--- src/rtl/xif_core_pkg.sv ---
// +----------------------------------------------------------------------------+
// | xif_core_pkg: shared defaults, FSM state and result type for xif_core_driver |
// | Revision: 1.0                                                              |
// +----------------------------------------------------------------------------+
`default_nettype none

package xif_core_pkg;

  localparam int X_ID_WIDTH_DEF      = 4;
  localparam int X_RFR_WIDTH_DEF     = 32;
  localparam int X_RFW_WIDTH_DEF     = 32;
  localparam int MAX_OUTSTANDING_DEF = 4;

  typedef enum logic [1:0] {
    IDLE   = 2'd0,
    ISSUE  = 2'd1,
    COMMIT = 2'd2
  } state_e;

  typedef struct packed {
    logic [X_ID_WIDTH_DEF-1:0]  id;
    logic [X_RFW_WIDTH_DEF-1:0] data;
    logic [4:0]                 rd;
    logic                       we;
  } result_t;

endpackage

`default_nettype wire

--- src/rtl/xif_id_scoreboard.sv ---
// +----------------------------------------------------------------------------+
// | xif_id_scoreboard: per-ID in-flight bits with set/clear, two lookups, count |
// | Revision: 1.0                                                              |
// +----------------------------------------------------------------------------+
`default_nettype none

module xif_id_scoreboard
  import xif_core_pkg::*;
#(
  parameter int ID_W  = X_ID_WIDTH_DEF,
  parameter int CNT_W = 3
) (
  input  logic             clk_i,
  input  logic             rst_ni,
  input  logic             i_set,
  input  logic [ID_W-1:0]  i_set_id,
  input  logic             i_clr,
  input  logic [ID_W-1:0]  i_clr_id,
  input  logic [ID_W-1:0]  i_busy_id,
  output logic             o_busy,
  input  logic [ID_W-1:0]  i_query_id,
  output logic             o_query,
  output logic [CNT_W-1:0] o_count
);

  localparam int DEPTH = 2 ** ID_W;

  logic [DEPTH-1:0] r_valid;
  logic [CNT_W-1:0] w_cnt;

  // A clear only ever targets a set bit, so set and clear never hit the same ID.
  always_ff @(posedge clk_i or negedge rst_ni) begin
    if (!rst_ni) begin
      r_valid <= '0;
    end else begin
      if (i_clr) r_valid[i_clr_id] <= 1'b0;
      if (i_set) r_valid[i_set_id] <= 1'b1;
    end
  end

  always_comb begin
    w_cnt = '0;
    for (int i = 0; i < DEPTH; i++) begin
      w_cnt = w_cnt + CNT_W'(r_valid[i]);
    end
  end

  assign o_busy  = r_valid[i_busy_id];
  assign o_query = r_valid[i_query_id];
  assign o_count = w_cnt;

endmodule

`default_nettype wire

--- src/rtl/xif_core_driver.sv ---
// +----------------------------------------------------------------------------+
// | xif_core_driver: core-side eXtension Interface initiator (issue/commit/wb)  |
// | Revision: 1.0                                                              |
// +----------------------------------------------------------------------------+
`default_nettype none

module xif_core_driver
  import xif_core_pkg::*;
#(
  parameter int X_ID_WIDTH      = X_ID_WIDTH_DEF,
  parameter int X_RFR_WIDTH     = X_RFR_WIDTH_DEF,
  parameter int X_RFW_WIDTH     = X_RFW_WIDTH_DEF,
  parameter int MAX_OUTSTANDING = MAX_OUTSTANDING_DEF
) (
  input  logic                                   clk_i,
  input  logic                                   rst_ni,
  input  logic                                   req_valid_i,
  output logic                                   req_ready_o,
  input  logic [31:0]                            req_instr_i,
  input  logic [X_RFR_WIDTH-1:0]                 req_rs1_i,
  input  logic [X_RFR_WIDTH-1:0]                 req_rs2_i,
  output logic                                   issue_valid_o,
  input  logic                                   issue_ready_i,
  output logic [31:0]                            issue_instr_o,
  output logic [X_ID_WIDTH-1:0]                  issue_id_o,
  output logic [2*X_RFR_WIDTH-1:0]               issue_rs_o,
  output logic [1:0]                             issue_rs_valid_o,
  input  logic                                   issue_accept_i,
  input  logic                                   issue_writeback_i,
  output logic                                   commit_valid_o,
  output logic [X_ID_WIDTH-1:0]                  commit_id_o,
  output logic                                   commit_kill_o,
  input  logic                                   result_valid_i,
  output logic                                   result_ready_o,
  input  logic [X_ID_WIDTH-1:0]                  result_id_i,
  input  logic [X_RFW_WIDTH-1:0]                 result_data_i,
  input  logic [4:0]                             result_rd_i,
  input  logic                                   result_we_i,
  output logic                                   wb_valid_o,
  output logic [4:0]                             wb_rd_o,
  output logic [X_RFW_WIDTH-1:0]                 wb_data_o,
  output logic                                   illegal_o,
  output logic                                   err_o,
  output logic [$clog2(MAX_OUTSTANDING+1)-1:0]   outstanding_o
);

  localparam int CNT_W = $clog2(MAX_OUTSTANDING + 1);

  state_e                  r_state;
  logic [X_ID_WIDTH-1:0]   r_next_id;
  logic [31:0]             r_instr;
  logic [X_RFR_WIDTH-1:0]  r_rs1;
  logic [X_RFR_WIDTH-1:0]  r_rs2;
  logic                    r_issue_valid;
  logic                    r_commit_valid;
  logic                    r_kill;
  logic                    r_illegal;
  logic                    r_req_ready;
  logic                    r_wb_valid;
  logic [4:0]              r_wb_rd;
  logic [X_RFW_WIDTH-1:0]  r_wb_data;
  logic                    r_err;

  logic                    w_req_hs;
  logic                    w_set;
  logic                    w_hit;
  logic                    w_clr;
  logic                    w_busy;
  logic                    w_busy_next;
  logic                    w_idle_next;
  logic                    w_ready_next;
  logic [CNT_W-1:0]        w_count;
  logic [CNT_W-1:0]        w_cnt_next;
  logic [X_ID_WIDTH-1:0]   w_next_inc;
  logic [X_ID_WIDTH-1:0]   w_chk_id;
  logic                    w_unused_wb_intent;

  // Writeback is qualified per result by result_we_i; the issue-time hint is not needed.
  assign w_unused_wb_intent = issue_writeback_i;

  assign w_req_hs   = req_valid_i && r_req_ready;
  assign w_set      = r_commit_valid && !r_kill;
  assign w_clr      = result_valid_i && w_hit;
  assign w_next_inc = r_next_id + X_ID_WIDTH'(1);

  // req_ready is registered, so it is computed from the post-edge view of the scoreboard.
  assign w_chk_id     = (r_state == COMMIT) ? w_next_inc : r_next_id;
  assign w_cnt_next   = w_count + CNT_W'(w_set) - CNT_W'(w_clr);
  assign w_busy_next  = (w_busy && !(w_clr && (result_id_i == w_chk_id))) ||
                        (w_set && (r_next_id == w_chk_id));
  assign w_idle_next  = ((r_state == IDLE) && !w_req_hs) || (r_state == COMMIT);
  assign w_ready_next = w_idle_next && (w_cnt_next < CNT_W'(MAX_OUTSTANDING)) && !w_busy_next;

  xif_id_scoreboard #(
    .ID_W  (X_ID_WIDTH),
    .CNT_W (CNT_W)
  ) u_scoreboard (
    .clk_i      (clk_i),
    .rst_ni     (rst_ni),
    .i_set      (w_set),
    .i_set_id   (r_next_id),
    .i_clr      (w_clr),
    .i_clr_id   (result_id_i),
    .i_busy_id  (w_chk_id),
    .o_busy     (w_busy),
    .i_query_id (result_id_i),
    .o_query    (w_hit),
    .o_count    (w_count)
  );

  always_ff @(posedge clk_i or negedge rst_ni) begin
    if (!rst_ni) begin
      r_state        <= IDLE;
      r_next_id      <= '0;
      r_instr        <= '0;
      r_rs1          <= '0;
      r_rs2          <= '0;
      r_issue_valid  <= 1'b0;
      r_commit_valid <= 1'b0;
      r_kill         <= 1'b0;
      r_illegal      <= 1'b0;
      r_req_ready    <= 1'b0;
    end else begin
      r_req_ready    <= w_ready_next;
      r_commit_valid <= 1'b0;
      r_kill         <= 1'b0;
      r_illegal      <= 1'b0;
      case (r_state)
        IDLE: begin
          if (w_req_hs) begin
            r_instr       <= req_instr_i;
            r_rs1         <= req_rs1_i;
            r_rs2         <= req_rs2_i;
            r_issue_valid <= 1'b1;
            r_state       <= ISSUE;
          end
        end
        ISSUE: begin
          if (issue_ready_i) begin
            r_issue_valid  <= 1'b0;
            r_commit_valid <= 1'b1;
            r_kill         <= !issue_accept_i;
            r_illegal      <= !issue_accept_i;
            r_state        <= COMMIT;
          end
        end
        COMMIT: begin
          r_next_id <= w_next_inc;
          r_state   <= IDLE;
        end
        default: r_state <= IDLE;
      endcase
    end
  end

  always_ff @(posedge clk_i or negedge rst_ni) begin
    if (!rst_ni) begin
      r_wb_valid <= 1'b0;
      r_wb_rd    <= '0;
      r_wb_data  <= '0;
      r_err      <= 1'b0;
    end else begin
      r_wb_valid <= w_clr && result_we_i;
      r_err      <= result_valid_i && !w_hit;
      if (w_clr) begin
        r_wb_rd   <= result_rd_i;
        r_wb_data <= result_data_i;
      end
    end
  end

  assign req_ready_o      = r_req_ready;
  assign issue_valid_o    = r_issue_valid;
  assign issue_instr_o    = r_instr;
  assign issue_id_o       = r_next_id;
  assign issue_rs_o       = {r_rs2, r_rs1};
  assign issue_rs_valid_o = {2{r_issue_valid}};
  assign commit_valid_o   = r_commit_valid;
  assign commit_id_o      = r_next_id;
  assign commit_kill_o    = r_kill;
  assign result_ready_o   = 1'b1;
  assign wb_valid_o       = r_wb_valid;
  assign wb_rd_o          = r_wb_rd;
  assign wb_data_o        = r_wb_data;
  assign illegal_o        = r_illegal;
  assign err_o            = r_err;
  assign outstanding_o    = w_count;

endmodule

`default_nettype wire

--- config.mk ---
export PLATFORM = sky130hd
export DESIGN_NAME = xif_core_driver
export DESIGN_NICKNAME = d
export VERILOG_FILES = /design/src/rtl/xif_core_pkg.sv /design/src/rtl/xif_id_scoreboard.sv /design/src/rtl/xif_core_driver.sv
export SDC_FILE = /design/constraint.sdc
export NUM_CORES = 1
export LEC_CHECK = 0
export BUFFER_PORTS_ARGS = -buffer_cell sky130_fd_sc_hd__buf_4
export CAP_MARGIN = 30
export CORE_ASPECT_RATIO = 1.4
export CORE_UTILIZATION = 44
export CTS_CLUSTER_DIAMETER = 120
export DETAILED_ROUTE_END_ITERATION = 16
export GPL_TIMING_DRIVEN = 1
export HOLD_SLACK_MARGIN = 0.1
export PLACE_DENSITY = 0.74
export SETUP_SLACK_MARGIN = 0.2
export SKIP_LAST_GASP = 1
export SYNTH_ARGS = -nofsm -noshare
export SYNTH_HDL_FRONTEND = slang
export SYNTH_SLANG_ARGS = --single-unit
--- constraint.sdc ---
create_clock -name clk_i -period 6.9 [get_ports clk_i]
set_input_delay 1.035 -clock clk_i [delete_from_list [all_inputs] [get_ports clk_i]]
set_output_delay 1.035 -clock clk_i [all_outputs]
set_load 0.01 [all_outputs]
**Yosys cells after proc, flatten, opt, wreduce, memory -nomap -nowiden**

Cells that the tools add are included.

- Equal/unequal tests: 6
- Reductions and logical operators: 26
- Magnitude comparators: 6
- Mux-type cells: 21
- Bitwise operators: 3
- $add $sub $neg: 18

Operators by type and width:

| operator | count |
|---|---|
| 3-bit by 1-bit adder with 3-bit output | 15 |
| 16-bit two-way mux | 2 |
| 16-bit bitwise AND | 1 |
| 16-bit NOT | 1 |
| 16-bit bitwise OR | 1 |
| 4-bit by 5-bit < comparator with 1-bit output, second input constant | 3 |
| 1-bit logical AND | 13 |
| 1-bit two-way mux | 10 |
| 1-bit binary-select mux with 4-bit select | 2 |
| 1-bit demux with 4-bit select | 2 |
| 4-bit == test | 2 |
| 4-bit by 1-bit >= comparator with 1-bit output, second input constant | 2 |
| 1-bit zero test | 6 |
| 4-bit by 1-bit adder with 4-bit output, second input constant | 1 |
| 2-bit two-way mux | 2 |
| 4-bit two-way mux | 1 |
| 2-bit != test, second input constant | 2 |
| 2-bit case mux with 2 select lines | 1 |
| 2-bit AND reduction | 2 |
| 3-bit < comparator, second input constant | 1 |
| 3-bit AND reduction | 1 |
| 3-bit by 1-bit subtractor with 3-bit output | 1 |
| 1-bit by 1-bit adder with 2-bit output | 1 |
| 2-bit by 1-bit == test with 1-bit output, second input constant | 1 |
| 5 further kinds | 6 |

- Logic and storage cells: 94
- Register bits: 161
- Bits of input ports: 145
- Output and inout port bits: 154

**Longest topological paths before layout**

Gate-level depths: netlist of the first run.

- Depth in word-level cells: 20
- Gate-level depth with buffers: 18
- Mapped depth without buffers: 18

**Hierarchy**

From an unflattened synthesis of the first run, not the netlist that was laid out.

- Cells, all modules: 454
- Area total of the unflattened synthesis: 6829.0 um^2

Modules (own cells, without submodules):

| module | cells each | instances | seq. area each (um^2) | area an instance (um^2) |
|---|---|---|---|---|
| xif_core_driver | 342 | 1 | 3628.5 | 5574.1 |
| xif_id_scoreboard | 112 | 1 | 400.4 | 1255.0 |

**Worst setup path before layout of the first run**

Ideal clock, no wire load.

- Path kind: reg2reg
- Start: register u_scoreboard.r_valid[1]
- End: register r_req_ready (netlist: req_ready_o)
- Buffers on the path: 0
- Required time: 6.805 ns
- Arrival: 5.235 ns
- Clock period less this slack: 5.330 ns
- Setup time: 0.095 ns
- Cell stages (with the launch flop): 18
- Path slack: 1.570 ns
- Cells stage by stage: dfrtp_1 ha_1 inv_1 fa_1 fa_1 fa_1 fa_1 fa_1 inv_1 fa_1 inv_1 ha_1 nor3b_1 or3_1 and3_1 or4_1 nand4b_1 o31ai_1

- Longest elaborated chain between the ends: 20
- Elaborated cells between the ends (all ways): 30
- Classes of those cells: add/sub: 17; order compare: 1; mux: 4; reduce/logical: 8

RTL lines:

| item | line | RTL |
|---|---|---|
| from (decl) | xif_id_scoreboard.sv:28 | `logic [DEPTH-1:0] r_valid;` |
| from (signal assigned) | xif_id_scoreboard.sv:34 | `r_valid <= '0;` |
| from (signal, indexed assignment) | xif_id_scoreboard.sv:36 | `if (i_clr) r_valid[i_clr_id] <= 1'b0;` |
| from (signal, indexed assignment) | xif_id_scoreboard.sv:37 | `if (i_set) r_valid[i_set_id] <= 1'b1;` |
| 1-bit by 1-bit adder with 2-bit output | xif_id_scoreboard.sv:44 | `w_cnt = w_cnt + CNT_W'(r_valid[i]);` |
| 3-bit by 1-bit adder with 3-bit output (14 in a row) | xif_id_scoreboard.sv:44 |  |
| net outstanding_o[1] | xif_core_driver.sv:44 | `output logic [$clog2(MAX_OUTSTANDING+1)-1:0] outstanding_o` |
| 3-bit by 1-bit adder with 3-bit output | xif_core_driver.sv:88 | `assign w_cnt_next = w_count + CNT_W'(w_set) - CNT_W'(w_clr);` |
| 3-bit by 1-bit subtractor with 3-bit output | xif_core_driver.sv:88 |  |
| 3-bit < comparator | xif_core_driver.sv:92 | `assign w_ready_next = w_idle_next && (w_cnt_next < CNT_W'(MAX_OUTSTANDING)) && !w_busy_next;` |
| 1-bit logical AND (2 in a row) | xif_core_driver.sv:92 |  |
| net w_ready_next | xif_core_driver.sv:71 | `logic w_ready_next;` |
| to (signal assigned) | xif_core_driver.sv:124 | `r_req_ready <= w_ready_next;` |
| to (decl) | xif_core_driver.sv:58 | `logic r_req_ready;` |

The timed path passes the listed nets, and every way through them passes these cells. The select of a mux whose other input is x is not followed.
A chain may end at the register's enable or synchronous reset.

**Worst setup path in the final report of the first run**

- Start: register u_scoreboard.r_valid[1]
- End: register r_req_ready (netlist: req_ready_o)

- Longest elaborated chain between the ends: 20
- Elaborated cells between the ends (all ways): 30
- Classes of those cells: add/sub: 17; order compare: 1; mux: 4; reduce/logical: 8

RTL lines:

| item | line |
|---|---|
| 1-bit by 1-bit adder with 2-bit output | xif_id_scoreboard.sv:44 |
| 3-bit by 1-bit adder with 3-bit output (14 in a row) | xif_id_scoreboard.sv:44 |
| 3-bit by 1-bit adder with 3-bit output | xif_core_driver.sv:88 |
| 3-bit by 1-bit subtractor with 3-bit output | xif_core_driver.sv:88 |
| 3-bit < comparator | xif_core_driver.sv:92 |
| 1-bit logical AND | xif_core_driver.sv:92 |
| 1-bit logical AND * | xif_core_driver.sv:92 |
| net w_ready_next | xif_core_driver.sv:71 |

The timed path passes the listed nets; every way through them passes the cells marked *. The select of a mux whose other input is x is not followed.

==> results.yml, run 1 <==
run_status:
  status: "complete, no violations"
yosys:
  ys_seq_elements: 161
  ys_types: 50
  synth-warning-count: 0
  synth.net_count: 662
  syn_area_sq_um: 7210
  postSynthAreaPerCell_sq_um: 14.5
  netlist_instances: 499
  seq_area_frac_synth_pct: 55.9
global_routing:
  overflow: 0
  antenna_found_initial: 0
  grt_util_all_layers_pct: 22.9
  grt_pass1_vias: 5730
  grt_max_degree: 87
  grt_first_pass_wirelength_mm: 29.2
critical_path:
  r2r-end: "req_ready_o"
  crit_path_max_incr_delay_ps: 540
  crit_type: "reg2reg"
  worst_r2r_startpoint: "u_scoreboard.r_valid[1]"
  crit_path_frequent_cell: "fa_1"
  cp_num_buf_inv: 3
  worst-endpoint-required_ps: 7220
  critPathCaptureType: "flip-flop"
  r2r_setup_slack_ps: 1340
  cp-start-kind: "flip-flop"
  slowest_stage: "fa_1"
  arrival_ps: 5880
  path_cells: "ha_1 -> inv_1 -> fa_1 -> fa_1 -> fa_1 -> fa_1 -> fa_1 -> inv_1 -> fa_1 -> inv_1 -> ha_1 -> nor3b_1 -> or3_1 -> and3_1 -> or4_1 -> nand4b_1 -> o31ai_1"
  reg2regPathDepth: 17
  crit_family: "adder cells"
  cp_max_fo: 5
run:
  drv_cap: 0
detailed_routing:
  routed_via_density: 5.15
  num_vias: 5144
  wirelength_mm: 18.7
  wl_per_cell_um: 18.7
  ant_nets: 0
  drt_iter0_drc: 238
  drc_errors: 0
  dr.pass1.iters: 5
finish:
  num_antenna_cells: 0
  nFillCells: 1279
  layout.nets: 951
  area_growth_syn_to_layout_pct: 41.4
  utilization_pct: 63.3
  drive_gt1_share_pct: 47.1
clock_network:
  h-tree-depth: 4
  hold_buffers: 0
  cts_resized: 0
  post_cts.repair.setup_buffers: 0
  tritoncts: "built"
  cts_num_sinks: 161
  cts_buffers: 17
  clk_path_buf_depth: 2
  clk_latency_ps: 410
  cts-root-buf: "clkbuf_16"
  clk_pin_slew_ps: 60
die:
  dieHeight_um: 153
  top_level_ports: 299
  die-area_sq_um: 16900
  die-width_um: 110
  num_rows: 55
  start_util_pct: 44.8
  coreArea_sq_um: 16100
worst_hold_path:
  hp-start: "issue_instr_o[30]"
  min_path_type: "reg2reg"
  min_path_cells: 1
  min_to: "issue_instr_o[30]"
sta:
  fin_crit_sh_pct: 80.6
  maxSlewViolCount: 0
  setup_violations: 0
  rsz0062_at_grt: "false"
  hold_viol: 0
  fmax_mhz: 180
  worstMarginPinSlew_ps: 800
  tns_ps: 0
  slew_headroom_pct: 46.7
  min_period_ps: 5560
  fin_worst_skew_ps: 7.97
placement:
  gp_congestion: 0.885
  numPortBuffers: 296
  hpwl_mm: 14.0
pwr:
  leakage_nw: 4.97
  power_density_nw_per_um2: 512
  ir_worst_vdd_mv: 0.632
## worst max-delay path by stage
stage,endpoint,cells after the start,startpoint
after floorplan,req_ready_o,17,u_scoreboard.r_valid[1]
after global placement,req_ready_o,17,u_scoreboard.r_valid[1]
after detailed placement,req_ready_o,17,u_scoreboard.r_valid[1]
after CTS,req_ready_o,17,u_scoreboard.r_valid[1]
after global routing,req_ready_o,17,u_scoreboard.r_valid[1]
final,req_ready_o,17,u_scoreboard.r_valid[1]
## cells by family after synthesis
group | after synthesis | synth area share [%]
flip-flops | 161 | 55.9
multiplexers | 151 | 25.8
buffers and inverters | 60 | 4.15
AND/OR/NAND/NOR | 59 | 4.39
AO/OA/AOI/OAI | 39 | 4.16
adder cells (fa/ha/maj) | 18 | 4.16
XOR/XNOR | 10 | 1.47
other | 1 | 0.0520
## metrics by stage
step / std cells / setup slack (ps) / area (sq um) / power, mW / hold WS [ps]
detailed placement: 967 / 1380 / 9530 / 4.23 / 476
finish: 999 / 1340 / 10200 / 5.22 / 484
global route: 999 / 1050 / 10200 / 5.58 / 508
global placement: 967 / 1410 / 9530 / 4.14 / 470
CTS: 998 / 1350 / 10200 / 5.27 / 490
floorplan: 499 / 1570 / 7210 / 3.06 / 478
## cell type report
| type | count | area (sq um) | share of cell area (%) |
|---|---|---|---|
| multi-input combinational | 278 | 2890 | 28.3 |
| timing repair buffer | 300 | 2280 | 22.3 |
| sequential | 161 | 4030 | 39.5 |
| tap | 199 | 249 | 2.44 |
| clock inverter | 11 | 176 | 1.73 |
| inverter | 30 | 113 | 1.10 |
| clock buffer | 20 | 467 | 4.58 |
## registers in the layout, summed over array words and instances (netlist names)
name,flops
issue_valid_o,1
issue_instr_o,32
r_rs2,32
commit_id_o,4
illegal_o,1
wb_data_o,32
err_o,1
r_rs1,32
wb_valid_o,1
wb_rd_o,5
req_ready_o,1
commit_valid_o,1
r_state,2
u_scoreboard.r_valid,16
## synth_stat cells, drive strengths merged
| library cell | n | area share [%] |
|---|---|---|
| ha | 8 | 1.4 |
| nor3 | 4 | 0.28 |
| o2bb2ai | 2 | 0.24 |
| nand2 | 21 | 1.1 |
| mux2 | 136 | 23 |
| o22a | 1 | 0.12 |
| clkbuf | 11 | 0.57 |
| nor3b | 2 | 0.21 |
| and3 | 4 | 0.35 |
| nor2b | 5 | 0.43 |
| and3b | 1 | 0.12 |
| inv | 30 | 1.6 |
| o21ai | 7 | 0.49 |
| a21boi | 1 | 0.10 |
| mux4 | 3 | 0.94 |
| fa | 10 | 2.8 |
| or3 | 1 | 0.087 |
| nor2 | 4 | 0.21 |
| a22o | 14 | 1.7 |
| o22ai | 3 | 0.26 |
| conb | 1 | 0.052 |
| dfrtp | 161 | 56 |
| and4b | 1 | 0.14 |
| nand3 | 5 | 0.35 |
| a222oi | 2 | 0.28 |
| nand3b | 1 | 0.10 |
| a221o | 1 | 0.14 |
| a211o | 1 | 0.24 |
| buf | 19 | 2.0 |
| or3b | 1 | 0.12 |
| nand4b | 1 | 0.12 |
| xnor2 | 7 | 1.1 |
| a21o | 1 | 0.10 |
| or4 | 1 | 0.10 |
| mux2i | 12 | 1.7 |
| nand4 | 3 | 0.26 |
| o31ai | 2 | 0.21 |
| or2 | 1 | 0.087 |
| and2 | 2 | 0.17 |
| a21oi | 4 | 0.28 |
| xor2 | 3 | 0.36 |
| and4 | 1 | 0.16 |
## power breakdown
group          switching (mW)  leakage (nW)  internal [mW]
Clock                   0.381         0.307          0.637
Combinational            1.13          2.71           1.39
Sequential              0.293          1.95           1.39
## routing by layer
| layer | vias to the layer above | share of wire, % | global-route usage [%] |
|---|---|---|---|
| met5 | - | 0 | 0 |
| met4 | 0 | 2.6 | 10.2 |
| li1 | 2306 | - | - |
| met2 | 243 | 56 | 41.0 |
| met1 | 2562 | 35 | 24.8 |
| met3 | 33 | 7.1 | 6.23 |
## placed cells by master, fill, tap and decap left out, types with 6 or more instances in the layout
| cell type | Yosys | layout |
|---|---|---|
| inv_1 | 29 | 29 |
| a22o_1 | 14 | 14 |
| mux2i_1 | 12 | 12 |
| clkbuf_16 | 0 | 17 |
| nand2_1 | 21 | 21 |
| mux2_1 | 98 | 98 |
| ha_1 | 8 | 8 |
| dfrtp_1 | 161 | 161 |
| mux2_4 | 37 | 37 |
| buf_4 | 8 | 298 |
| xnor2_1 | 6 | 6 |
| fa_1 | 10 | 10 |
(Power assumes the default switching activity.)
==> run 2: changes to the inputs <==
ABC_AREA = 1   (was default)
clock period = 5.2 ns   (was 6.9 ns; I/O delays follow)
==> run 2 against run 1 <==
Clock power up 24%. Flip-flop and latch count did not move. Cell area shrank 1.8%. Worst setup slack worse by 1100 ps. Worst hold slack worse by 160 ps. Core utilization is 0.59 points higher. Final cell count rose by 17%. Synthesized cell count is 34% higher. Critical path depth down 5. Power grew 52%. Highest routed layer unchanged.
==> results.yml, run 2 <==
finish:
  layout.nets: 1122
  num_antenna_cells: 0
  drive_gt1_share_pct: 45.2
  nFillCells: 1328
  instances_no_fill: 1167
  area_growth_syn_to_layout_pct: 40.7
  mostFrequentLayoutCell: "buf_4"
  mostFrequentLayoutCells: "buf_4, nand2_1, dfrtp_1"
global_routing:
  grt_first_pass_wirelength_mm: 30.3
  overflow: 0
  grt_max_degree: 67
  grt_pass1_vias: 5716
  grt_util_all_layers_pct: 24.3
  antenna_found_initial: 0
yosys:
  ys_seq_elements: 161
  synthFlopType: "dfrtp_1"
  synth.net_count: 831
  synthXorXnorAreaFrac_pct: 0.615
  synthArstFlopShare_pct: 100
  synth_area_leaders: "dfrtp_1, mux2_2, nand2_1"
  postSynthAreaPerCell_sq_um: 10.7
  yosysMostFrequentCell: "nand2_1"
  netlist_instances: 668
  synth.top_cell.area_share_pct: 56.6
  yosys.area.top_type: "dfrtp_1"
  synth-simple-area-share_pct: 16.8
  synth_top_family_by_area: "simple AND/OR/NAND/NOR gates"
  synth-warning-count: 0
  synthAdderAreaFrac_pct: 4.22
  seq_area_frac_synth_pct: 56.6
  synth_mux_area_share_pct: 15.2
  synth_commonest_cells: "nand2_1, dfrtp_1, mux2_2"
  synth_compound_area_share_pct: 0.896
  synth-edff-count: 0
  ys_types: 25
  syn_area_sq_um: 7120
sta:
  fin_crit_sh_pct: 95.3
  hold_viol: 0
  slew_headroom_pct: 52.9
  fin_worst_skew_ps: 13.0
  rsz0062_at_grt: "true"
  maxSlewViolCount: 0
  min_period_ps: 4950
  tns_ps: 0
  fmax_mhz: 202
  worstMarginPinSlew_ps: 706
  setup_violations: 0
die:
  start_util_pct: 45.4
  dieHeight_um: 153
  num_rows: 54
  top_level_ports: 299
  die-width_um: 110
  coreArea_sq_um: 15700
  die-area_sq_um: 16700
critical_path:
  crit_type: "reg2out"
  cp-start-kind: "flip-flop"
  critPathCaptureType: "primary output"
  arrival_ps: 4170
  worst-endpoint-required_ps: 4420
  cp_max_fo: 3
detailed_routing:
  routed_via_density: 4.90
  met2_length_mm: 10.5
  routed.top_layer: "met4"
  num_vias: 5713
  wl_met1_mm: 7.17
  drt_iter0_drc: 312
  wirelength_mm: 19.7
  ant_nets: 0
  dr_wl_met3_mm: 1.47
  drc_errors: 0
  dr.pass1.iters: 4
  wl_per_cell_um: 16.8
run:
  drv_cap: 0
clock_network:
  cts_buffers: 17
  tritoncts: "built"
  h-tree-depth: 4
  cts_resized: 0
  clk_latency_ps: 420
  cts-root-buf: "clkbuf_16"
  clk_path_buf_depth: 2
  cts_num_sinks: 161
  clk_pin_slew_ps: 70
placement:
  placedCellCount: 1133
  gp_congestion: 0.895
  hpwl_mm: 14.7
  numPortBuffers: 296
pwr:
  leakage_nw: 5.25
  power_density_nw_per_um2: 792
  ir_worst_vdd_mv: 1.06
run_status:
  status: "complete, no violations"
worst_hold_path:
  min_path_type: "in2async"
run 2: cell count changes after synthesis, moves of 4 or more:
| cell | previous run | this run |
|---|---|---|
| mux2_4 | 37 | 0 |
| buf_2 | 5 | 13 |
| a22o_1 | 14 | 0 |
| and3_1 | 4 | 0 |
| clkbuf_1 | 11 | 0 |
| nor2b_1 | 5 | 0 |
| buf_4 | 8 | 13 |
| nor2_1 | 4 | 15 |
| inv_1 | 29 | 44 |
| mux2_2 | 1 | 96 |
| mux2i_1 | 12 | 0 |
| nand3_1 | 5 | 42 |
| mux2_1 | 98 | 0 |
| nand2_1 | 21 | 227 |
run 2: what timing repair did:
item / in CTS / in global routing
endpoints found under the setup margin: 1 / 2
hold buffers: 0 / 0
setup buffers: 2 / 1
pin swaps: 4 / 0
run 2: power breakdown:
group / total [mW] / switching [mW] / internal (mW)
Clock: 1.26 / 0.540 / 0.721
Sequential: 2.13 / 0.310 / 1.82
Combinational: 4.55 / 2.27 / 2.28
Total: 7.94 / 3.12 / 4.82
run 2: worst paths after layout:
kind,startpoint,cells after the start,to,slack [ps]
hold reg to reg,wb_data_o[22],2,wb_data_o[22],470
min in group clk_i,wb_data_o[22],2,wb_data_o[22],470
max in group asynchronous,rst_ni,2,r_rs1[31],3770
setup reg to reg,u_scoreboard.r_valid[0],16,req_ready_o,520
hold / removal,rst_ni,1,u_scoreboard.r_valid[15],320
setup / recovery,u_scoreboard.r_valid[0],12,outstanding_o[2],250
run 2: logic make-up (layout without fill, tap and decap cells):
kind of cell / after synthesis / after routing
muxes: 96 / 96
and+or+nand+nor: 297 / 297
xor gates and xnor gates: 5 / 5
AOI/OAI and AO/OA: 12 / 12
DFF: 161 / 161
adders and majority gates: 18 / 18
other: 1 / 1
buffers and inverters: 78 / 381
run 2: cell type report:
cell class | instances | area [sq um] | share of cell area [%]
Clock inverter | 14 | 171 | 1.71
Multi-Input combinational cell | 429 | 2690 | 26.9
Inverter | 46 | 173 | 1.72
Timing Repair Buffer | 304 | 2290 | 22.8
Clock buffer | 17 | 425 | 4.25
Sequential cell | 161 | 4030 | 40.2
Tap cell | 196 | 245 | 2.45
run 2: layer usage:
| metal | track usage (%) | vias up |
|---|---|---|
| li1 | - | 2712 |
| met1 | 26.8 | 2736 |
| met2 | 43.1 | 233 |
| met3 | 6.50 | 32 |
| met4 | 10.1 | 0 |
| met5 | 0 | - |
run 2: metrics by stage:
stage | setup slack [ps] | power, mW | utilization [%] | hold slack [ps] | area (sq um)
detailed placement | 459 | 6.60 | 60.0 | 460 | 9400
floorplan | 721 | 4.79 | - | 442 | 7120
global placement | 551 | 6.40 | 60.0 | 456 | 9400
finish | 245 | 7.94 | 63.9 | 319 | 10000
CTS | 208 | 8.01 | 63.9 | 353 | 10000
global route | 58.8 | 8.51 | 63.9 | 372 | 10000
run 2: critical path: stages (launching register included):
cell,delay (ps)
dfrtp_1,400
ha_1,300
inv_1,70
fa_1,430
fa_1,510
fa_1,430
fa_1,520
fa_1,160
inv_1,50
fa_1,380
xnor2_1,180
xnor2_1,170
buf_4,160
